File: src/rtl/snake_pkg.sv
// Shared constants for the snake game: grid geometry, direction and game-state
// encodings, pixel colours and the (x,y) cell record used for body segments.
package snake_pkg;

    localparam int GRID_W     = 80;
    localparam int GRID_H     = 60;
    localparam int CELL_SHIFT = 3;
    localparam int START_X    = 40;
    localparam int START_Y    = 30;

    typedef enum logic [1:0] {
        DIR_UP    = 2'b00,
        DIR_RIGHT = 2'b01,
        DIR_DOWN  = 2'b10,
        DIR_LEFT  = 2'b11
    } dir_e;

    typedef enum logic [1:0] {
        GAME_IDLE = 2'b00,
        GAME_PLAY = 2'b01,
        GAME_WIN  = 2'b10,
        GAME_LOSE = 2'b11
    } game_e;

    localparam logic [11:0] COLOUR_IDLE   = 12'h000;
    localparam logic [11:0] COLOUR_WIN    = 12'h0F0;
    localparam logic [11:0] COLOUR_LOSE   = 12'hF00;
    localparam logic [11:0] COLOUR_SNAKE  = 12'hFF0;
    localparam logic [11:0] COLOUR_TARGET = 12'hF00;
    localparam logic [11:0] COLOUR_BG     = 12'h00F;

    typedef struct packed {
        logic [6:0] x;
        logic [5:0] y;
    } cell_t;

    // Opposite headings differ only in the upper encoding bit.
    function automatic dir_e reverse_dir(input dir_e d);
        return dir_e'(d ^ 2'b10);
    endfunction

endpackage

File: src/rtl/Generic_Counter.sv
// Free-running modulo counter: counts while ENABLE_IN is high, holds otherwise,
// and raises TRIG_OUT for the enabled cycle in which it wraps from COUNTER_MAX.
module Generic_Counter #(
    parameter int COUNTER_WIDTH = 4,
    parameter int COUNTER_MAX   = 9
) (
    input  logic CLK,
    input  logic RESET,
    input  logic ENABLE_IN,
    output logic TRIG_OUT
);

    localparam logic [COUNTER_WIDTH-1:0] MAX_V = COUNTER_WIDTH'(COUNTER_MAX);

    logic [COUNTER_WIDTH-1:0] count_q, count_d;
    logic                     trig;

    always_comb begin
        count_d = count_q;
        trig    = 1'b0;
        if (ENABLE_IN) begin
            if (count_q == MAX_V) begin
                count_d = '0;
                trig    = 1'b1;
            end else begin
                count_d = count_q + 1'b1;
            end
        end
    end

    always_ff @(posedge CLK) begin
        if (RESET) begin
            count_q <= '0;
        end else begin
            count_q <= count_d;
        end
    end

    assign TRIG_OUT = trig;

endmodule

File: src/rtl/snake_control.sv
// Snake body, movement, collision/target detection and pixel colouring.
// Define SNAKE_WRAP_EN to make the head wrap at the grid edges instead of failing.
module snake_control
    import snake_pkg::*;
#(
    parameter int MAX_LEN     = 32,
    parameter int INIT_LEN    = 4,
    parameter int MOVE_PERIOD = 10_000_000
) (
    input  logic        CLK,
    input  logic        RESET,
    input  logic [9:0]  ADDRH,
    input  logic [8:0]  ADDRV,
    input  logic [1:0]  MASTER_STATE,
    input  logic [1:0]  DIRECTION,
    input  logic [6:0]  TARGET_X,
    input  logic [5:0]  TARGET_Y,
    output logic [11:0] COLOUR_OUT,
    output logic        TARGET_REACHED,
    output logic        FAILED
);

    localparam int LEN_W = $clog2(MAX_LEN + 1);
    localparam int CNT_W = $clog2(MOVE_PERIOD);
`ifdef SNAKE_WRAP_EN
    localparam bit WRAP_EN = 1'b1;
`else
    localparam bit WRAP_EN = 1'b0;
`endif

    cell_t            seg_q [MAX_LEN];
    cell_t            seg_d [MAX_LEN];
    logic [LEN_W-1:0] len_q, len_d;
    dir_e             heading_q, heading_d, heading_next;
    logic [11:0]      colour_q, colour_d;
    logic             hit_q, hit_d, fail_q, fail_d;

    game_e game;
    logic  play, tick, at_edge, collide, on_body;
    cell_t head, new_head, target, pix_cell;
    logic  unused_addr_bits;

    assign game             = game_e'(MASTER_STATE);
    assign play             = (game == GAME_PLAY);
    assign target           = '{x: TARGET_X, y: TARGET_Y};
    assign pix_cell         = '{x: ADDRH[9:CELL_SHIFT], y: ADDRV[8:CELL_SHIFT]};
    assign unused_addr_bits = ^{ADDRH[CELL_SHIFT-1:0], ADDRV[CELL_SHIFT-1:0]};

    Generic_Counter #(
        .COUNTER_WIDTH (CNT_W),
        .COUNTER_MAX   (MOVE_PERIOD - 1)
    ) u_step_counter (
        .CLK       (CLK),
        .RESET     (RESET),
        .ENABLE_IN (play),
        .TRIG_OUT  (tick)
    );

    // Candidate head for the next step; at_edge flags a step off the grid.
    always_comb begin
        heading_next = (dir_e'(DIRECTION) == reverse_dir(heading_q)) ? heading_q : dir_e'(DIRECTION);
        head     = seg_q[0];
        new_head = head;
        at_edge  = 1'b0;
        case (heading_next)
            DIR_UP:
                if (head.y == '0) begin
                    at_edge = 1'b1; new_head.y = 6'(GRID_H - 1);
                end else new_head.y = head.y - 1'b1;
            DIR_DOWN:
                if (head.y == 6'(GRID_H - 1)) begin
                    at_edge = 1'b1; new_head.y = '0;
                end else new_head.y = head.y + 1'b1;
            DIR_LEFT:
                if (head.x == '0) begin
                    at_edge = 1'b1; new_head.x = 7'(GRID_W - 1);
                end else new_head.x = head.x - 1'b1;
            DIR_RIGHT:
                if (head.x == 7'(GRID_W - 1)) begin
                    at_edge = 1'b1; new_head.x = '0;
                end else new_head.x = head.x + 1'b1;
        endcase
        // The current tail vacates its cell on this step, so it cannot be hit.
        collide = 1'b0;
        for (int i = 0; i < MAX_LEN - 1; i++) begin
            if ((i < int'(len_q) - 1) && (seg_q[i] == new_head)) collide = 1'b1;
        end
    end

    always_comb begin
        seg_d     = seg_q;
        len_d     = len_q;
        heading_d = heading_q;
        hit_d     = 1'b0;
        fail_d    = 1'b0;
        if (tick) begin
            heading_d = heading_next;
            if (collide || (at_edge && !WRAP_EN)) begin
                fail_d = 1'b1;
            end else begin
                for (int i = MAX_LEN - 1; i > 0; i--) seg_d[i] = seg_q[i-1];
                seg_d[0] = new_head;
                if (new_head == target) begin
                    hit_d = 1'b1;
                    if (len_q != LEN_W'(MAX_LEN)) len_d = len_q + 1'b1;
                end
            end
        end
    end

    always_comb begin
        on_body = 1'b0;
        for (int i = 0; i < MAX_LEN; i++) begin
            if ((i < int'(len_q)) && (seg_q[i] == pix_cell)) on_body = 1'b1;
        end
        colour_d = COLOUR_IDLE;
        case (game)
            GAME_IDLE: colour_d = COLOUR_IDLE;
            GAME_PLAY: colour_d = on_body ? COLOUR_SNAKE :
                                  (pix_cell == target) ? COLOUR_TARGET : COLOUR_BG;
            GAME_WIN:  colour_d = COLOUR_WIN;
            GAME_LOSE: colour_d = COLOUR_LOSE;
        endcase
    end

    always_ff @(posedge CLK) begin
        if (RESET) begin
            for (int i = 0; i < MAX_LEN; i++) begin
                if (i < INIT_LEN) seg_q[i] <= '{x: 7'(START_X - i), y: 6'(START_Y)};
                else              seg_q[i] <= '0;
            end
            len_q     <= LEN_W'(INIT_LEN);
            heading_q <= DIR_RIGHT;
            colour_q  <= COLOUR_IDLE;
            hit_q     <= 1'b0;
            fail_q    <= 1'b0;
        end else begin
            seg_q     <= seg_d;
            len_q     <= len_d;
            heading_q <= heading_d;
            colour_q  <= colour_d;
            hit_q     <= hit_d;
            fail_q    <= fail_d;
        end
    end

    assign COLOUR_OUT     = colour_q;
    assign TARGET_REACHED = hit_q;
    assign FAILED         = fail_q;

endmodule

File: config.mk
export PLATFORM = sky130hd
export DESIGN_NAME = snake_control
export DESIGN_NICKNAME = d
export VERILOG_FILES = /design/src/rtl/snake_pkg.sv /design/src/rtl/Generic_Counter.sv /design/src/rtl/snake_control.sv
export SDC_FILE = /design/constraint.sdc
export NUM_CORES = 2
export LEC_CHECK = 0
export ABC_CLOCK_PERIOD_IN_PS = 6400
export BUFFER_PORTS_ARGS = -buffer_cell sky130_fd_sc_hd__buf_2
export CAP_MARGIN = 20
export CORE_UTILIZATION = 50
export DETAILED_ROUTE_END_ITERATION = 7
export HOLD_SLACK_MARGIN = 0.12
export MAX_ROUTING_LAYER = met4
export PLACE_DENSITY = 0.66
export SYNTH_ARGS = -nofsm -noshare
export SYNTH_HDL_FRONTEND = slang
export SYNTH_SLANG_ARGS = --single-unit
File: constraint.sdc
create_clock -name CLK -period 6.4 [get_ports CLK]
set_input_delay 1.6 -clock CLK [delete_from_list [all_inputs] [get_ports CLK]]
set_output_delay 1.6 -clock CLK [all_outputs]
set_load 0.01 [all_outputs]
==> flow_summary.html <==
<table>
<tr><th>Metric</th><th>Value</th></tr>
<tr><th colspan="2">Die</th></tr>
<tr><td>Placeable core area</td><td>58,900 um^2</td></tr>
<tr><td>Die Area</td><td>about 60,000 um^2</td></tr>
<tr><td>Starting Density</td><td>approximately half</td></tr>
<tr><td>Die width</td><td>246 um</td></tr>
<tr><td>Count of boundary I/O pins</td><td>52</td></tr>
<tr><td>Floorplan die height</td><td>around 250 um</td></tr>
<tr><td>Placement Rows</td><td>89</td></tr>
<tr><th colspan="2">GRT</th></tr>
<tr><td>Total overflow reported by the global router</td><td>0</td></tr>
<tr><td>Number of antenna violations at the first check in global routing</td><td>7</td></tr>
<tr><td>Number of global-route vias before repair</td><td>about 24,000</td></tr>
<tr><td>Met1 Usage GRT</td><td>a little under half</td></tr>
<tr><td>Met3 track demand over resource in global routing</td><td>slightly above 6%</td></tr>
<tr><td>Most used routing layer</td><td>met2</td></tr>
<tr><td>Wire length of the first global-routing pass</td><td>approximately 160,000 um</td></tr>
<tr><td>Total routing usage reported by global routing</td><td>35.0%</td></tr>
<tr><td>Maximum number of pins on one net before global-route repair</td><td>211</td></tr>
<tr><td>Met2 demand-to-capacity share in global routing</td><td>a little over 50%</td></tr>
<tr><th colspan="2">Synth</th></tr>
<tr><td>Proportion of register bits with asynchronous set or reset after synthesis</td><td>0%</td></tr>
<tr><td>YS warnings</td><td>0</td></tr>
<tr><td>Number of cells produced by synthesis</td><td>around 3,400</td></tr>
<tr><td>Net count after synthesis</td><td>approximately 3,500</td></tr>
<tr><td>Compound-cell area share of the yosys netlist</td><td>5.84%</td></tr>
<tr><td>Post-synthesis share of cell area spent on and, or, nand and nor gates</td><td>about a fifth</td></tr>
<tr><td>Main combinational cell family by area after synthesis</td><td>XOR/XNOR gates</td></tr>
<tr><td>Flops &amp; latches, synth</td><td>453</td></tr>
<tr><td>Share of synthesized area spent on multiplexers</td><td>13.7%</td></tr>
<tr><td>Post-synth EDFFs</td><td>0</td></tr>
<tr><td>Xor and xnor fraction of the mapped netlist area</td><td>25.2%</td></tr>
<tr><td>Count of cell types in the netlist</td><td>88</td></tr>
<tr><td>Arithmetic-cell share of the synthesized area counting full adders, half adders and majority gates</td><td>less than 1%</td></tr>
<tr><td>Netlist area before placement</td><td>29,800 um^2</td></tr>
<tr><td>Sequential fraction of the synthesis area</td><td>a little under a third</td></tr>
<tr><td>Synth Flop Type</td><td>sky130_fd_sc_hd__dfxtp_1</td></tr>
<tr><td>Syn avg cell area</td><td>around 8.7 um^2</td></tr>
<tr><th colspan="2">Critical path</th></tr>
<tr><td>Flop2flop setup slack</td><td>between 0.9 and 1 ns</td></tr>
<tr><td>Stage delay of the slowest cell on the critical path</td><td>just under 0.8 ns</td></tr>
<tr><td>Cell depth of the worst flop-to-flop path</td><td>17</td></tr>
<tr><td>End of the worst register-to-register path</td><td>seg_q[160]$_SDFFE_PP0P_</td></tr>
<tr><td>Data required time at the worst endpoint</td><td>between 6 and 7 ns</td></tr>
<tr><td>Most repeated library cell on the critical path</td><td>sky130_fd_sc_hd__buf_12</td></tr>
<tr><td>Worst Path Class, Setup</td><td>in -&gt; reg</td></tr>
<tr><td>Peak fanout along the critical path</td><td>22</td></tr>
<tr><td>Cell-by-cell listing of the critical path</td><td>buf_2 &gt; mux2_2 &gt; o211ai_1 &gt; a21oi_1 &gt; nor2_4 &gt; buf_4 &gt; xor2_1 &gt; nor3_1 &gt; nand4_1 &gt; nand4_1 &gt; nor4_1 &gt; nand3_4 &gt; buf_12 &gt; buf_12 &gt; buf_12 &gt; mux2i_1 &gt; nor2_1</td></tr>
<tr><td>Critical path launch point type</td><td>primary input</td></tr>
<tr><td>Crit Reg-Reg Startpoint</td><td>len_q[0]$_SDFFE_PP0P_</td></tr>
<tr><td>Nature of the critical path endpoint</td><td>flop</td></tr>
<tr><td>Critical path's slowest cell</td><td>sky130_fd_sc_hd__nor2_4</td></tr>
<tr><td>Arrival time of the worst setup path</td><td>approximately 6 ns</td></tr>
<tr><th colspan="2">Timing</th></tr>
<tr><td>Summed negative setup slack over all endpoints</td><td>0 ns</td></tr>
<tr><td>Setup repair after global routing missed its margin</td><td>false</td></tr>
<tr><td>Count of final max-slew check failures</td><td>0</td></tr>
<tr><td>Transition at the pin with the smallest max-transition slack</td><td>between 1 and 1.5 ns</td></tr>
<tr><td>Ratio of final minimum period to clock period</td><td>86.0%</td></tr>
<tr><td>Time the worst path needs with I/O delays and setup</td><td>between 5 and 6 ns</td></tr>
<tr><td>Maximum operating frequency</td><td>about 0.18 GHz</td></tr>
<tr><td>Finish-stage setup viols</td><td>0</td></tr>
<tr><td>Clock tree skew after final layout</td><td>roughly 0.023 ns</td></tr>
<tr><td>Number of hold violations in the final report</td><td>0</td></tr>
<tr><td>Worst slew slack as a fraction of its limit</td><td>21.0%</td></tr>
<tr><th colspan="2">Routing</th></tr>
<tr><td>Number of DRC markers after the initial detailed-route iteration</td><td>a little under 3,000</td></tr>
<tr><td>Residual DRC</td><td>0</td></tr>
<tr><td>Drt via density</td><td>6.16</td></tr>
<tr><td>Number of nets with antenna violations after detailed routing</td><td>0</td></tr>
<tr><td>Total number of vias</td><td>26,000</td></tr>
<tr><td>DR WL/cell</td><td>24.9 um</td></tr>
<tr><td>Length of the first detailed-routing pass in iterations</td><td>8</td></tr>
<tr><td>Aggregate routed wire length</td><td>~100,000 um</td></tr>
<tr><th colspan="2">Final layout</th></tr>
<tr><td>Most used cells in the layout excluding fill and tap cells</td><td>523 x sky130_fd_sc_hd__nor2_1, 453 x sky130_fd_sc_hd__dfxtp_1, 453 x sky130_fd_sc_hd__xnor2_1</td></tr>
<tr><td>Most common cell after layout, fill and taps aside</td><td>sky130_fd_sc_hd__nor2_1</td></tr>
<tr><td>Area Overhead vs Synth</td><td>10.5%</td></tr>
<tr><td>Nets@finish</td><td>approximately 3,400</td></tr>
<tr><td>Utilization after layout</td><td>55.8%</td></tr>
<tr><td>Ratio of cells with drive above 1 in the final layout</td><td>8.72%</td></tr>
<tr><th colspan="2">CTS</th></tr>
<tr><td>Total number of clock tree sinks</td><td>about 450</td></tr>
<tr><td>Master cell of the clock root buffer</td><td>sky130_fd_sc_hd__clkbuf_16</td></tr>
<tr><td>Clock-pin slew of the registers on the worst-case setup and hold paths</td><td>roughly 0.060 ns</td></tr>
<tr><td>Depth of the CTS H-tree</td><td>2</td></tr>
<tr><td>Worst-skew pair later-pin latency</td><td>between 0.6 and 0.7 ns</td></tr>
<tr><td>Post-CTS Hold Fix Bufs</td><td>0</td></tr>
<tr><td>CTS max path bufs</td><td>3</td></tr>
<tr><td>Number of clock buffers inserted by TritonCTS</td><td>52</td></tr>
<tr><td>Clock tree from TritonCTS</td><td>yes</td></tr>
<tr><td>Post-CTS setup buffers</td><td>0</td></tr>
<tr><td>Quantity of gates resized following cts</td><td>0</td></tr>
<tr><th colspan="2">Flow run</th></tr>
<tr><td>Number of max-capacitance violations reported</td><td>0</td></tr>
<tr><th colspan="2">Min path</th></tr>
<tr><td>Class of the worst hold path</td><td>reg -&gt; reg</td></tr>
<tr><td>Hold_sp</td><td>u_step_counter.count_q[1]$_SDFFE_PP0N_</td></tr>
<tr><td>Number of stages on the worst hold path</td><td>2</td></tr>
<tr><td>End point of the worst hold path</td><td>u_step_counter.count_q[1]$_SDFFE_PP0N_</td></tr>
<tr><th colspan="2">Placed design</th></tr>
<tr><td>Gp weighted congestion</td><td>between 1 and 1.5</td></tr>
<tr><td>Dpl hpwl</td><td>approximately 73,000 um</td></tr>
<tr><td># port buffers</td><td>between 40 and 50</td></tr>
<tr><th colspan="2">Power</th></tr>
<tr><td>Power per Cell Area</td><td>between 150 and 200 nW/um^2</td></tr>
<tr><td>Leakage power</td><td>roughly 15 nW</td></tr>
<tr><td>Peak supply drop</td><td>approximately 0.23 mV</td></tr>
<tr><th colspan="2">Run status</th></tr>
<tr><td>Result of the run</td><td>complete, no violations</td></tr>
</table>
## sequential cells by signal, indices dropped and copies added (netlist names)
signal,cells
head,13
FAILED,1
heading_q,2
TARGET_REACHED,1
len_q,6
COLOUR_OUT,3
u_step_counter.count_q,24
seg_q,403
## synthesized netlist by cell type, types with 10 or more instances
cell type / instances / area share [%]
sky130_fd_sc_hd__mux2i_1: 396 / 13
sky130_fd_sc_hd__buf_2: 37 / 0.62
sky130_fd_sc_hd__nand4b_1: 11 / 0.32
sky130_fd_sc_hd__a211o_1: 28 / 0.82
sky130_fd_sc_hd__a31oi_1: 15 / 0.32
sky130_fd_sc_hd__and3_1: 16 / 0.34
sky130_fd_sc_hd__buf_4: 39 / 0.98
sky130_fd_sc_hd__nor3_1: 71 / 1.2
sky130_fd_sc_hd__dfxtp_1: 453 / 30
sky130_fd_sc_hd__xor2_1: 393 / 12
sky130_fd_sc_hd__o2111ai_1: 12 / 0.35
sky130_fd_sc_hd__or3_1: 14 / 0.29
sky130_fd_sc_hd__inv_1: 34 / 0.43
sky130_fd_sc_hd__o21ai_0: 45 / 0.76
sky130_fd_sc_hd__xnor2_1: 453 / 13
sky130_fd_sc_hd__nand2_1: 92 / 1.2
sky130_fd_sc_hd__clkbuf_1: 143 / 1.8
sky130_fd_sc_hd__nor2_1: 524 / 6.6
sky130_fd_sc_hd__nor4b_1: 17 / 0.50
sky130_fd_sc_hd__buf_6: 26 / 0.98
sky130_fd_sc_hd__a21oi_1: 45 / 0.76
sky130_fd_sc_hd__or4_1: 18 / 0.45
sky130_fd_sc_hd__nor2b_1: 14 / 0.29
sky130_fd_sc_hd__buf_1: 18 / 0.23
sky130_fd_sc_hd__nor4_1: 123 / 2.6
sky130_fd_sc_hd__nand4_1: 128 / 2.7
sky130_fd_sc_hd__nand3_1: 70 / 1.2
sky130_fd_sc_hd__o211ai_1: 10 / 0.25
## critical path, delay by kind of cell
kind / cells / cell delay, ns
AO/OA/AOI/OAI: 2 / 0.31
multiplexers: 2 / 0.49
buffers and inverters: 5 / 1.16
XOR/XNOR: 1 / 0.23
AND/OR/NAND/NOR: 7 / 2.12
## metal layers
layer  wire, um  up-vias  share of wire, %
met2      44700     1325                43
li1           -    11800                 -
met3      10000      310               9.6
met1      45000    12600                43
met5          0        -                 0
met4       5080        0               4.8
## how the worst max path moves through the flow
stage	startpoint	to	slack, ns	cells past startpoint
2_1_floorplan	DIRECTION[0]	len_q[0]$_SDFFE_PP0P_	1.51	15
3_3_place_gp	DIRECTION[1]	seg_q[96]$_SDFFE_PP0P_	0.37	17
3_5_place_dp	DIRECTION[1]	seg_q[160]$_SDFFE_PP0P_	0.36	17
4_1_cts	DIRECTION[1]	seg_q[95]$_SDFFE_PP0P_	0.99	17
5_1_grt	DIRECTION[0]	seg_q[355]$_SDFFE_PP0P_	0.80	17
6_report	DIRECTION[1]	seg_q[160]$_SDFFE_PP0P_	0.90	17
## final cells by class
type                       count  area, um^2
clock inverter                23         297
clock buffer                  75        1520
multi-input combinational   2677       19300
timing repair buffer         176        1620
inverter                      35         131
sequential                   453        9070
antenna                        5        12.5
tap                          773         967
fill                        5477       26000
## power by group
part           total [mW]  internal [mW]  switching, mW
combinational       0.509          0.174          0.335
clock                3.18           1.90           1.28
sequential           2.82           2.82        0.00126
total                6.51           4.89           1.62
## through the flow
stage               area [um^2]  hold WS, ns  power, mW  std cells  setup slack (ns)
floorplan                 29800        0.449       3.21       3428              1.51
global placement          31000        0.464       3.38       4113             0.369
detailed placement        31100        0.471       3.38       4114             0.355
CTS                       32900        0.479       6.53       4212             0.985
global route              32900        0.528       6.68       4217             0.795
finish                    32900        0.478       6.51       4217             0.896
## logic make-up (layout without fill, tap and decap cells)
logic type,after synthesis,count (layout)
buffers and inverters,298,309
and+or+nand+nor,1164,1164
xor gates and xnor gates,851,851
DFF,453,453
adders and majority gates,9,9
AOI/OAI and AO/OA,248,248
muxes,405,405
other,0,5
(Power assumes the default switching activity.)
